==> src/rtl/lcd_timing_pkg.sv <==
// lcd_timing_pkg: default 480x272 panel timing, scan states and RGB565 expansion.
package lcd_timing_pkg;
   localparam int H_ACTIVE_D = 480;
   localparam int H_FP_D     = 2;
   localparam int H_SYNC_D   = 41;
   localparam int H_BP_D     = 2;
   localparam int V_ACTIVE_D = 272;
   localparam int V_FP_D     = 2;
   localparam int V_SYNC_D   = 10;
   localparam int V_BP_D     = 2;
   typedef enum logic {ST_IDLE, ST_RUN} state_t;
   function automatic int span_total(input int act, input int fp, input int sync, input int bp);
      return act + fp + sync + bp;
   endfunction
   localparam int H_TOTAL_D = span_total(H_ACTIVE_D, H_FP_D, H_SYNC_D, H_BP_D);
   localparam int V_TOTAL_D = span_total(V_ACTIVE_D, V_FP_D, V_SYNC_D, V_BP_D);
   // Replicating the top bits keeps full-scale 5/6-bit values at 8'hFF.
   function automatic logic [23:0] rgb565_to_888(input logic [15:0] p);
      return {p[15:11], p[15:13], p[10:5], p[10:9], p[4:0], p[4:2]};
   endfunction
endpackage

==> src/rtl/lcd_timing_gen.sv <==
// lcd_timing_gen: h/v scan counters, IDLE/RUN frame FSM and raw region flags.
module lcd_timing_gen
   import lcd_timing_pkg::*;
#(
   parameter int H_ACTIVE = H_ACTIVE_D,
   parameter int H_FP     = H_FP_D,
   parameter int H_SYNC   = H_SYNC_D,
   parameter int H_BP     = H_BP_D,
   parameter int V_ACTIVE = V_ACTIVE_D,
   parameter int V_FP     = V_FP_D,
   parameter int V_SYNC   = V_SYNC_D,
   parameter int V_BP     = V_BP_D
) (
   input  logic clk,
   input  logic reset_n,
   input  logic display_en,
   output logic active,
   output logic hsync_raw,
   output logic vsync_raw,
   output logic last_px
);
   localparam int H_TOTAL = span_total(H_ACTIVE, H_FP, H_SYNC, H_BP);
   localparam int V_TOTAL = span_total(V_ACTIVE, V_FP, V_SYNC, V_BP);
   localparam int HW = $clog2(H_TOTAL);
   localparam int VW = $clog2(V_TOTAL);
   state_t state, state_nx;
   logic [HW-1:0] h, h_nx;
   logic [VW-1:0] v, v_nx;
   logic run, h_end, v_end;
   assign run   = state == ST_RUN;
   assign h_end = h == HW'(H_TOTAL - 1);
   assign v_end = v == VW'(V_TOTAL - 1);
   assign active    = run && h < HW'(H_ACTIVE) && v < VW'(V_ACTIVE);
   assign hsync_raw = run && h >= HW'(H_ACTIVE + H_FP) && h < HW'(H_ACTIVE + H_FP + H_SYNC);
   assign vsync_raw = run && v >= VW'(V_ACTIVE + V_FP) && v < VW'(V_ACTIVE + V_FP + V_SYNC);
   assign last_px   = active && h == HW'(H_ACTIVE - 1) && v == VW'(V_ACTIVE - 1);
   // display_en only matters in IDLE and on the very last clk of a frame.
   always_comb begin
      state_nx = state;
      h_nx = '0;
      v_nx = '0;
      if (state == ST_IDLE || (h_end && v_end)) state_nx = display_en ? ST_RUN : ST_IDLE;
      else begin
         h_nx = h_end ? '0 : h + 1'b1;
         v_nx = h_end ? v + 1'b1 : v;
      end
   end
   always_ff @(posedge clk or negedge reset_n) begin
      if (!reset_n) begin
         state <= ST_IDLE;
         h <= '0;
         v <= '0;
      end else begin
         state <= state_nx;
         h <= h_nx;
         v <= v_nx;
      end
   end
endmodule

==> src/rtl/lcd_frame_scanner.sv <==
// lcd_frame_scanner: scans the frame buffer linearly and drives RGB888 LCD timing.
module lcd_frame_scanner
   import lcd_timing_pkg::*;
#(
   parameter int H_ACTIVE = H_ACTIVE_D,
   parameter int H_FP     = H_FP_D,
   parameter int H_SYNC   = H_SYNC_D,
   parameter int H_BP     = H_BP_D,
   parameter int V_ACTIVE = V_ACTIVE_D,
   parameter int V_FP     = V_FP_D,
   parameter int V_SYNC   = V_SYNC_D,
   parameter int V_BP     = V_BP_D,
   parameter bit HS_POL   = 1'b0,
   parameter bit VS_POL   = 1'b0,
   parameter int ADDR_W   = 20
) (
   input  logic              clk,
   input  logic              reset_n,
   input  logic              display_en,
   output logic [ADDR_W-1:0] rdaddr,
   output logic              rden,
   input  logic [15:0]       rddata,
   output logic [7:0]        lcd_r,
   output logic [7:0]        lcd_g,
   output logic [7:0]        lcd_b,
   output logic              lcd_hsync,
   output logic              lcd_vsync,
   output logic              lcd_de,
   output logic              frame_done
);
   localparam logic [ADDR_W-1:0] LAST_ADDR = ADDR_W'(H_ACTIVE * V_ACTIVE - 1);
   logic hs0, vs0, last0;
   logic de1, hs1, vs1, last1, last2;
   lcd_timing_gen #(
      .H_ACTIVE(H_ACTIVE), .H_FP(H_FP), .H_SYNC(H_SYNC), .H_BP(H_BP),
      .V_ACTIVE(V_ACTIVE), .V_FP(V_FP), .V_SYNC(V_SYNC), .V_BP(V_BP)
   ) u_timing (
      .clk(clk), .reset_n(reset_n), .display_en(display_en),
      .active(rden), .hsync_raw(hs0), .vsync_raw(vs0), .last_px(last0)
   );
   // Wrapping on the last pixel leaves the address at 0 through blanking.
   always_ff @(posedge clk or negedge reset_n) begin
      if (!reset_n) rdaddr <= '0;
      else if (rden) rdaddr <= (rdaddr == LAST_ADDR) ? '0 : rdaddr + 1'b1;
   end
   always_ff @(posedge clk or negedge reset_n) begin
      if (!reset_n) begin
         {de1, hs1, vs1, last1, last2, lcd_de, frame_done} <= 7'b0;
         lcd_hsync <= ~HS_POL;
         lcd_vsync <= ~VS_POL;
         {lcd_r, lcd_g, lcd_b} <= 24'h0;
      end else begin
         {de1, hs1, vs1, last1} <= {rden, hs0, vs0, last0};
         lcd_de <= de1;
         last2 <= last1;
         frame_done <= last2;
         lcd_hsync <= hs1 ? HS_POL : ~HS_POL;
         lcd_vsync <= vs1 ? VS_POL : ~VS_POL;
         {lcd_r, lcd_g, lcd_b} <= de1 ? rgb565_to_888(rddata) : 24'h0;
      end
   end
endmodule
==> config.mk <==
export PLATFORM = sky130hd
export DESIGN_NAME = lcd_frame_scanner
export DESIGN_NICKNAME = d
export VERILOG_FILES = /design/src/rtl/lcd_timing_pkg.sv /design/src/rtl/lcd_timing_gen.sv /design/src/rtl/lcd_frame_scanner.sv
export SDC_FILE = /design/constraint.sdc
export NUM_CORES = 1
export LEC_CHECK = 0
export CORE_ASPECT_RATIO = 0.5
export CORE_MARGIN = 1
export CORE_UTILIZATION = 40
export DETAILED_ROUTE_END_ITERATION = 6
export GPL_ROUTABILITY_DRIVEN = 0
export GPL_TIMING_DRIVEN = 0
export HOLD_SLACK_MARGIN = 0.1
export PLACE_DENSITY = 0.67
export SKIP_LAST_GASP = 1
export SLEW_MARGIN = 20
export SYNTH_ARGS = -nofsm -noshare
export SYNTH_HDL_FRONTEND = slang
export SYNTH_SLANG_ARGS = --single-unit
==> constraint.sdc <==
create_clock -name clk -period 4.6 [get_ports clk]
set_input_delay 1.15 -clock clk [delete_from_list [all_inputs] [get_ports clk]]
set_output_delay 1.15 -clock clk [all_outputs]
set_load 0.01 [all_outputs]
==> results.json, run 1 <==
{
  "status": "completed",
  "drt_pass1_iterations": 4,
  "synth-seq-cells": 65,
  "dp_cells": 450,
  "ys_top_cells_by_area": "dfrtp_1, nand3_1, and2_1, nand2_1, nor2_1",
  "final_max_slew_viol_count": 0,
  "pin_count": 68,
  "fin_util_pct": 59.1,
  "path_class": "flip-flop to output port",
  "drv_cap": 0,
  "fp-row-count": 21,
  "drt_iter0_markers": 171,
  "ys_types": 42,
  "grt_first_pass_wirelength_mm": 10.8,
  "numCtsBuffers": 9,
  "cts_sinks": 65,
  "synth.most_common_cell": "dfrtp_1",
  "pwr_density_cell_mw_per_mm2": 327,
  "antenna_found_initial": 0,
  "syn-num-nets": 315,
  "ys_warn_count": 0,
  "setup_violations": 0,
  "syn_area_mm2": 0.00296,
  "crit_fanout": 11,
  "cp.arrival_ns": 2.96,
  "drc": 0,
  "post_cts_resized": 0,
  "start_util_pct": 42.9,
  "ant_nets": 0,
  "track_usage_pct": 17.7,
  "startpoint_type": "flip-flop",
  "syn_inst": 290,
  "ctsHoldBuffers": 0,
  "clkTransAtPathRegs_ns": 0.05,
  "worst_hold_startpoint": "last2",
  "async_flop_share_pct": 100,
  "relSlewSlack_pct": 47.7,
  "fmax_mhz": 243,
  "holdPathEnd": "frame_done",
  "rrSetupSlack_ns": 2.23,
  "fin_crit_ns": 4.11,
  "clock_path_buffers": 2,
  "cts_setup_buffers": 0,
  "fin_cells": 466,
  "cts_max_level": 3,
  "peakVddDrop_mv": 0.212,
  "reg2regPathDepth": 7,
  "dp_hpwl_mm": 4.57,
  "via_count": 2404,
  "rsz0062_at_grt": "false",
  "clock_latency_ns": 0.32,
  "tightest_slew_ns": 0.779,
  "drive_gt1_share_pct": 8.56,
  "cts-root-buf": "clkbuf_16",
  "diodes": 0,
  "netlist.area_leader.share_pct": 53.2,
  "die_x_um": 124,
  "grt_pass1_vias": 2325,
  "grt_max_degree": 50,
  "wl_per_cell_um": 13.5,
  "fp.dieH_um": 62.9,
  "viasPerCell": 5.16,
  "nets": 394,
  "skew_ns": 0.00619,
  "core-area_mm2": 0.00691,
  "r2r_start": "u_timing.v[4]",
  "min_path_type": "flip-flop to flip-flop",
  "port_buffers": 67,
  "period_share_pct": 89.3,
  "syn_to_final_growth_pct": 37.8,
  "avgSynthCellArea_um2": 10.2,
  "seq_area_frac_synth_pct": 55.0,
  "finalSetupTns_ns": 0,
  "synth_common_cells": "dfrtp_1, nand2_1, nand3_1",
  "gr-total-overflow": 0,
  "yosys.area.top_type": "dfrtp_1",
  "end_kind": "output port",
  "p_leak_nw": 1.77,
  "whs_ns": 0.348,
  "cts_tree": "done",
  "routed_wl_mm": 6.28,
  "reg2reg_to": "rdaddr[10]",
  "ys.flop_type": "dfrtp_1",
  "required_ns": 3.45,
  "hold_depth": 0,
  "die_area_mm2": 0.00778,
  "finalHoldViolCount": 0,
  "synth-edff-count": 0
}
## critical path: stages, from the launching register on
cell	delay, ns
dfrtp_1	0.36
clkbuf_1	0.20
o41ai_1	0.52
nand4b_1	0.25
clkinv_1	0.24
clkbuf_1	0.43
clkdlybuf4s50_1	0.63
## cells by family after synthesis
family	share of synthesized area, %
and+or+nand+nor	23.6
DFF	55.0
AOI/OAI and AO/OA	7.98
buffers and inverters	4.56
xor gates and xnor gates	5.32
adders and majority gates	2.53
muxes	1.06
## where the power goes
part | internal, mW | total, mW | switching [mW]
Sequential | 0.580 | 0.583 | 0.00285
Combinational | 0.0410 | 0.0653 | 0.0243
Clock | 0.463 | 0.688 | 0.225
Total | 1.08 | 1.34 | 0.253
## layout make-up
class,count,area [µm²]
Clock inverter,2,35.0
Inverter,10,37.5
Clock buffer,14,274
Buffer,18,97.6
Multi-Input combinational cell,197,1200
Fill cell,577,2830
Sequential cell,65,1630
Tap cell,92,115
Timing Repair Buffer,68,696
## through the flow
stage	power (mW)	instance area [µm²]	setup slack, ns
2_1_floorplan	0.608	2960	1.96
3_3_place_gp	0.655	3750	0.324
3_5_place_dp	0.659	3770	1.03
4_1_cts	1.35	4080	0.555
5_1_grt	1.39	4080	0.372
6_report	1.34	4080	0.492
## how the worst max path moves through the flow
| stage | from | endpoint | depth (start not counted) |
|---|---|---|---|
| 2_1_floorplan | u_timing.v[4] | rden | 5 |
| 6_report | u_timing.v[4] | rden | 6 |
| 3_3_place_gp | reset_n | rdaddr[16] | 1 |
| 5_1_grt | u_timing.v[4] | rden | 6 |
| 3_5_place_dp | u_timing.v[4] | rden | 6 |
| 4_1_cts | u_timing.v[4] | rden | 6 |
## metal layers
layer / GRT usage (%) / wire length (µm)
met4: 6.17 / 83
met1: 22.2 / 2740
met3: 4.11 / 364
met2: 29.9 / 3090
met5: 0 / 0
## registers in the layout, indices dropped and copies added, names as in the netlist, 5 cells and up
register and cells:
u_timing.h 10, rdaddr 20, u_timing.v 9, lcd_g 6
lcd_r 5, lcd_b 5
## cells in the final DEF (no fill, tap or decap), types with 7 or more instances in the layout
cell / Yosys / routed
clkdlybuf4s50_1: 0 / 66
dfrtp_1: 63 / 63
nand2_1: 27 / 27
nand3_1: 26 / 26
nor2_1: 21 / 21
and2_1: 17 / 17
nor3_1: 13 / 13
clkbuf_1: 10 / 12
o21ai_0: 12 / 12
inv_1: 9 / 9
nand4_1: 9 / 9
xor2_1: 9 / 9
xnor2_1: 9 / 9
buf_4: 8 / 9
clkbuf_16: 0 / 9
a31oi_1: 7 / 7
Power figures use the tool's default switching activity.
==> run 2: changes to the inputs <==
--- a/config.mk
+++ b/config.mk
@@ -12,7 +12,7 @@
 export GPL_ROUTABILITY_DRIVEN = 0
 export GPL_TIMING_DRIVEN = 0
 export HOLD_SLACK_MARGIN = 0.1
-export PLACE_DENSITY = 0.67
+export PLACE_DENSITY = 0.7
 export SKIP_LAST_GASP = 1
 export SLEW_MARGIN = 20
 export SYNTH_ARGS = -nofsm -noshare
==> constraint.sdc (replaced) <==
create_clock -name clk -period 3.6 [get_ports clk]
set_input_delay 0.9 -clock clk [delete_from_list [all_inputs] [get_ports clk]]
set_output_delay 0.9 -clock clk [all_outputs]
set_load 0.01 [all_outputs]
==> results.json, run 2 (synthesis results as in run 1) <==
{
  "drive_gt1_share_pct": 8.31,
  "end_kind": "output port",
  "cts-root-buf": "clkbuf_16",
  "wl_per_cell_um": 13.8,
  "track_usage_pct": 18.2,
  "diodes": 0,
  "dp_hpwl_mm": 4.73,
  "nets": 393,
  "cts_setup_buffers": 0,
  "die_area_mm2": 0.00778,
  "start_util_pct": 42.9,
  "syn_to_final_growth_pct": 36.9,
  "final_common_cell": "clkdlybuf4s50_1",
  "startpoint_type": "flip-flop",
  "tightest_slew_ns": 0.730,
  "status": "completed",
  "port_buffers": 67,
  "drc": 0,
  "rsz0062_at_grt": "false",
  "antenna_found_initial": 0,
  "use_met2_pct": 30.9,
  "ant_nets": 0,
  "grt_util_met1_pct": 21.8,
  "grt_util_met3_pct": 5.84,
  "largest-register": "rdaddr",
  "grt_first_pass_wirelength_mm": 10.8,
  "grt_max_degree": 56,
  "cp.arrival_ns": 2.48,
  "pwr_density_cell_mw_per_mm2": 403,
  "relSlewSlack_pct": 51.0,
  "clkTransAtPathRegs_ns": 0.05,
  "p_leak_nw": 1.75,
  "drt_iter0_markers": 183,
  "busiest_layer": "met2",
  "fmax_mhz": 296,
  "drv_cap": 0,
  "peakVddDrop_mv": 0.251,
  "crit_fanout": 20,
  "fp-row-count": 21,
  "min_path_type": "flip-flop to flip-flop",
  "final_max_slew_viol_count": 0,
  "finalHoldViolCount": 0,
  "numCtsBuffers": 9,
  "clock_path_buffers": 2,
  "dp_cells": 450,
  "via_count": 2431,
  "cts_tree": "done",
  "core-area_mm2": 0.00691,
  "viasPerCell": 5.23,
  "finalPower_mw": 1.64,
  "fin_cells": 465,
  "finalSetupTns_ns": 0,
  "final_cell_mix": "clkdlybuf4s50_1, dfrtp_1, nand2_1, nand3_1, nor2_1",
  "cts_max_level": 3,
  "fp.dieH_um": 62.9,
  "period_share_pct": 93.8,
  "pin_count": 68,
  "routed_wl_mm": 6.44,
  "drt_pass1_iterations": 4,
  "clock_latency_ns": 0.33,
  "nFillCells": 582,
  "largestRegisters": "rdaddr x20, u_timing.h x10, u_timing.v x9",
  "required_ns": 2.70,
  "path_class": "flip-flop to output port",
  "die_x_um": 124,
  "skew_ns": 0.00858,
  "fin_crit_ns": 3.38,
  "whs_ns": 0.349,
  "gr-total-overflow": 0,
  "grt_pass1_vias": 2305,
  "cts_sinks": 65,
  "setup_violations": 0,
  "largest_reg_flops": 20
}
[run 2: changes by cell type in the layout (fill, tap and decap cells not counted)]
cell,previous run,this run
bufinv_16,1,0
clkbuf_1,12,13
clkinv_1,1,0
clkinv_2,1,0
clkinvlp_4,0,1
[run 2: repair_timing]
action / in CTS / in global routing
cloned: 0 / 0
hold buffers: 0 / 0
endpoints found under the setup margin: 1 / 1
pin swaps: 0 / 0
resized for setup: 0 / 1
[run 2: critical path, cell delays in order (launching register included)]
cell and delay, ns:
dfrtp_1 0.35, clkbuf_1 0.19, o41ai_1 0.43, nand4b_1 0.25, clkinvlp_4 0.33, clkdlybuf4s50_1 0.59
[run 2: per-layer routing]
layer,wire [µm],up-vias
li1,-,1171
met1,2770,1180
met2,3260,71
met3,348,9
met4,57,0
met5,0,-
[run 2: layout make-up]
type	count	area (µm²)	share of cell area, %
Sequential cell	65	1630	40.2
Multi-Input combinational cell	197	1200	29.6
Timing Repair Buffer	68	696	17.1
Clock buffer	16	282	6.94
Tap cell	92	115	2.84
Buffer	17	93.8	2.31
Inverter	10	41.3	1.02
[run 2: final timing paths]
check                              start  cells past startpoint  slack [ns]       endpoint
max                        u_timing.v[4]                      5        0.22           rden
min                                last1                      0        0.35          last2
max reg2reg                u_timing.v[4]                      7        1.32     rdaddr[18]
min reg2reg                        last1                      0        0.35          last2
max in group asynchronous        reset_n                      2        2.65      lcd_hsync
min in group asynchronous        reset_n                      1        0.41  u_timing.v[1]
[run 2: report_power, final]
| part | total [mW] | internal [mW] | switching (mW) |
|---|---|---|---|
| sequential | 0.745 | 0.741 | 0.00408 |
| combinational | 0.0840 | 0.0524 | 0.0316 |
| clock | 0.806 | 0.523 | 0.284 |
| total | 1.64 | 1.32 | 0.319 |
[run 2: through the flow]
step | area, µm² | util [%] | setup WS (ns)
after floorplan | 2960 | - | 1.21
after global placement | 3750 | 54.3 | -0.399
after detailed placement | 3770 | 54.6 | 0.266
after CTS | 4050 | 58.6 | 0.177
after global routing | 4060 | 58.7 | 0.0788
final | 4060 | 58.7 | 0.223
==> variant, RTL diff (flow settings as in run 2) <==
Change the package constant `H_BP_D` from 2 to 1.
--- a/src/rtl/lcd_timing_pkg.sv
+++ b/src/rtl/lcd_timing_pkg.sv
@@ -3,7 +3,7 @@
    localparam int H_ACTIVE_D = 480;
    localparam int H_FP_D     = 2;
    localparam int H_SYNC_D   = 41;
-   localparam int H_BP_D     = 2;
+   localparam int H_BP_D     = 1;
    localparam int V_ACTIVE_D = 272;
    localparam int V_FP_D     = 2;
    localparam int V_SYNC_D   = 10;
Behaviour: no difference found for any inputs over 10 cycles, from zero or initial values and one cycle with reset_n low; that may be too few to reach the edited logic, so the function may still have changed.
==> variant against run 2 <==
Hold slack lost 0.0034 ns. Cell area grew 1.2%. Core utilization grew 0.26 points. Area after synthesis grew 1.6%. Worst setup slack lost 0.0015 ns. Combinational power grew 0.6%. Total power grew 0.85%. Largest cell class unchanged. Sequential cell count is the same. Routed wire length grew 3.4%. Highest routed layer unchanged.
==> variant: results (changes against run 2) <==
* Status: completed (unchanged)
* Placed Instances at 453 (was 450)
* Worst Hold Class: reg2reg (unchanged)
* Vias in the first global route at 2397 (was 2305)
* Routed WL per cell at 14.22 um (was 13.84 um)
* CTS H-tree depth at 3 (unchanged)
* VDD IR-drop max at 0.0002507 V (was 0.0002512 V)
* Crit-path slowest cell: clkdlybuf4s50_1 (unchanged)
* R2R depth at 5 (was 7)
* R2R Path Start: rdaddr[9] (was u_timing.v[4])
* Largest cells by area after synthesis: dfrtp_1, and2_1, nand2_1, o21ai_0, nand3_1 (was dfrtp_1, nand3_1, and2_1, nand2_1, nor2_1)
* Final #Nets at 395 (was 393)
* Num CTS Buffers at 9 (unchanged)
* Global Route Usage Sum at 18.50% (was 18.15%)
* Tightest Pin Transition at 0.6425 ns (was 0.7296 ns)
* Largest net degree at the start of global routing at 51 (was 56)
* CTS root buf: clkbuf_16 (unchanged)
* End of the critical path: rden (unchanged)
* Seq/Total Area, Yosys at 54.09% (was 54.96%)
* Avg Synthesized Cell Area at 10.28 um^2 (was 10.22 um^2)
* FFs w/ async S/R, synth at 100.0% (unchanged)
* Critical path's top delay family: buffers and inverters (unchanged)
* Placed wire-length estimate at 4721 um (was 4727 um)
* Port-buffer cells at 67 (unchanged)
* CTS max path bufs at 2 (unchanged)
* Non-filler cells, final at 468 (was 465)
* Internal at 1.314 mW (was 1.316 mW)
* Clock-pin slew on the worst setup and hold paths at 0.05 ns (about the same)
* Reg2reg end: rdaddr[7] (was rdaddr[18])
* LEAKAGE at 1.733 nW (was 1.753 nW)
* Synth top cells by count: dfrtp_1, nand2_1, and2_1, nor2_1, o21ai_0 (was dfrtp_1, nand2_1, nand3_1)
* Drt pass-1 iters at 4 (unchanged)
* Fill cells at 602 (was 582)
* Setup Skew at 0.004658 ns (was 0.008580 ns)
* Antenna Diode Count at 0 (unchanged)
* CTS-repair resized insts at 0 (unchanged)
* Fraction of layout cells with a size suffix above 1 at 9.840% (was 8.311%)
* Worst-Skew Late Latency at 0.33 ns (about the same)
* Worst Setup SP: u_timing.v[4] (unchanged)
* WP data arrival at 2.48 ns (about the same)
* Post-CTS setup repair buffer count at 0 (unchanged)
* Vias per cell at 5.265 (was 5.228)
* Number of library cell types mapped by synthesis at 49 (was 42)
* First-pass GRT wire length at 11410 um (was 10850 um)
* Antenna violations before repair at 0 (unchanged)
* Top flop regs: rdaddr (20), u_timing.h (10), u_timing.v (9) (unchanged)
* Post-synth net total at 317 (was 315)
* CP max stage delay at 0.63 ns (was 0.59 ns)
* R2R setup slack at 1.26 ns (was 1.32 ns)
* Maximum fanout along the worst path at 15 (was 20)
* Initial DRC count at 153 (was 183)
* Synth Warn # at 0 (unchanged)
* Antenna Nets Post-Route at 0 (unchanged)
-- variant: per-stage QoR --
step | hold WS [ns] | worst slack, ns | instance area [um^2] | power [mW]
2_1_floorplan | 0.3312 | 1.258 | 3012 | 0.7768
3_3_place_gp | 0.3338 | -0.4421 | 3797 | 0.8376
3_5_place_dp | 0.3372 | 0.3252 | 3822 | 0.8436
4_1_cts | 0.3474 | 0.2105 | 4105 | 1.671
5_1_grt | 0.3594 | 0.08403 | 4105 | 1.710
6_report | 0.3455 | 0.2212 | 4105 | 1.649
-- variant: power by group through the flow --
stage / sequential, mW / clock, mW / combinational (mW)
global placement: 0.757 / 0 / 0.0809
floorplan: 0.762 / 0 / 0.0152
global route: 0.745 / 0.874 / 0.0918
detailed placement: 0.757 / 0 / 0.0865
finish: 0.745 / 0.820 / 0.0845
CTS: 0.744 / 0.840 / 0.0868
-- variant: kinds of logic after synthesis --
group                    count (synthesis)  synth area share (%)
AND/OR/NAND/NOR                        138                 25.72
flip-flops                              65                 54.09
AO/OA/AOI/OAI                           46                 9.556
buffers and inverters                   24                 4.196
XOR/XNOR                                15                 4.362
adder cells (fa/ha/maj)                  5                 2.077
-- variant: final cells by class --
type                            instances  area (um^2)  share of cell area, %
Multi-Input combinational cell        204         1256                  30.60
Sequential cell                        65         1629                  39.68
Inverter                                5        18.77                 0.4572
Tap cell                               92        115.1                  2.804
Timing Repair Buffer                   68        695.7                  16.95
Clock inverter                          2        12.51                 0.3048
Clock buffer                           14        274.0                  6.675
Buffer                                 18        103.9                  2.530
-- variant: how the worst min path moves through the flow --
stage           from         end  slack, ns  cells after the start
3_3_place_gp   last2  frame_done       0.33                      0
2_1_floorplan  last2  frame_done       0.33                      0
5_1_grt        last2  frame_done       0.36                      0
4_1_cts        last2  frame_done       0.35                      0
3_5_place_dp   last2  frame_done       0.34                      0
6_report       last2  frame_done       0.35                      0
-- variant: per-layer routing --
metal  share of wire (%)  global-route usage, %  wire, um
met3                 5.4                  6.117       357
met2                  49                  30.39      3245
met5                   0                      0         0
met1                  44                  22.39      2929
met4                 1.8                  8.133       123
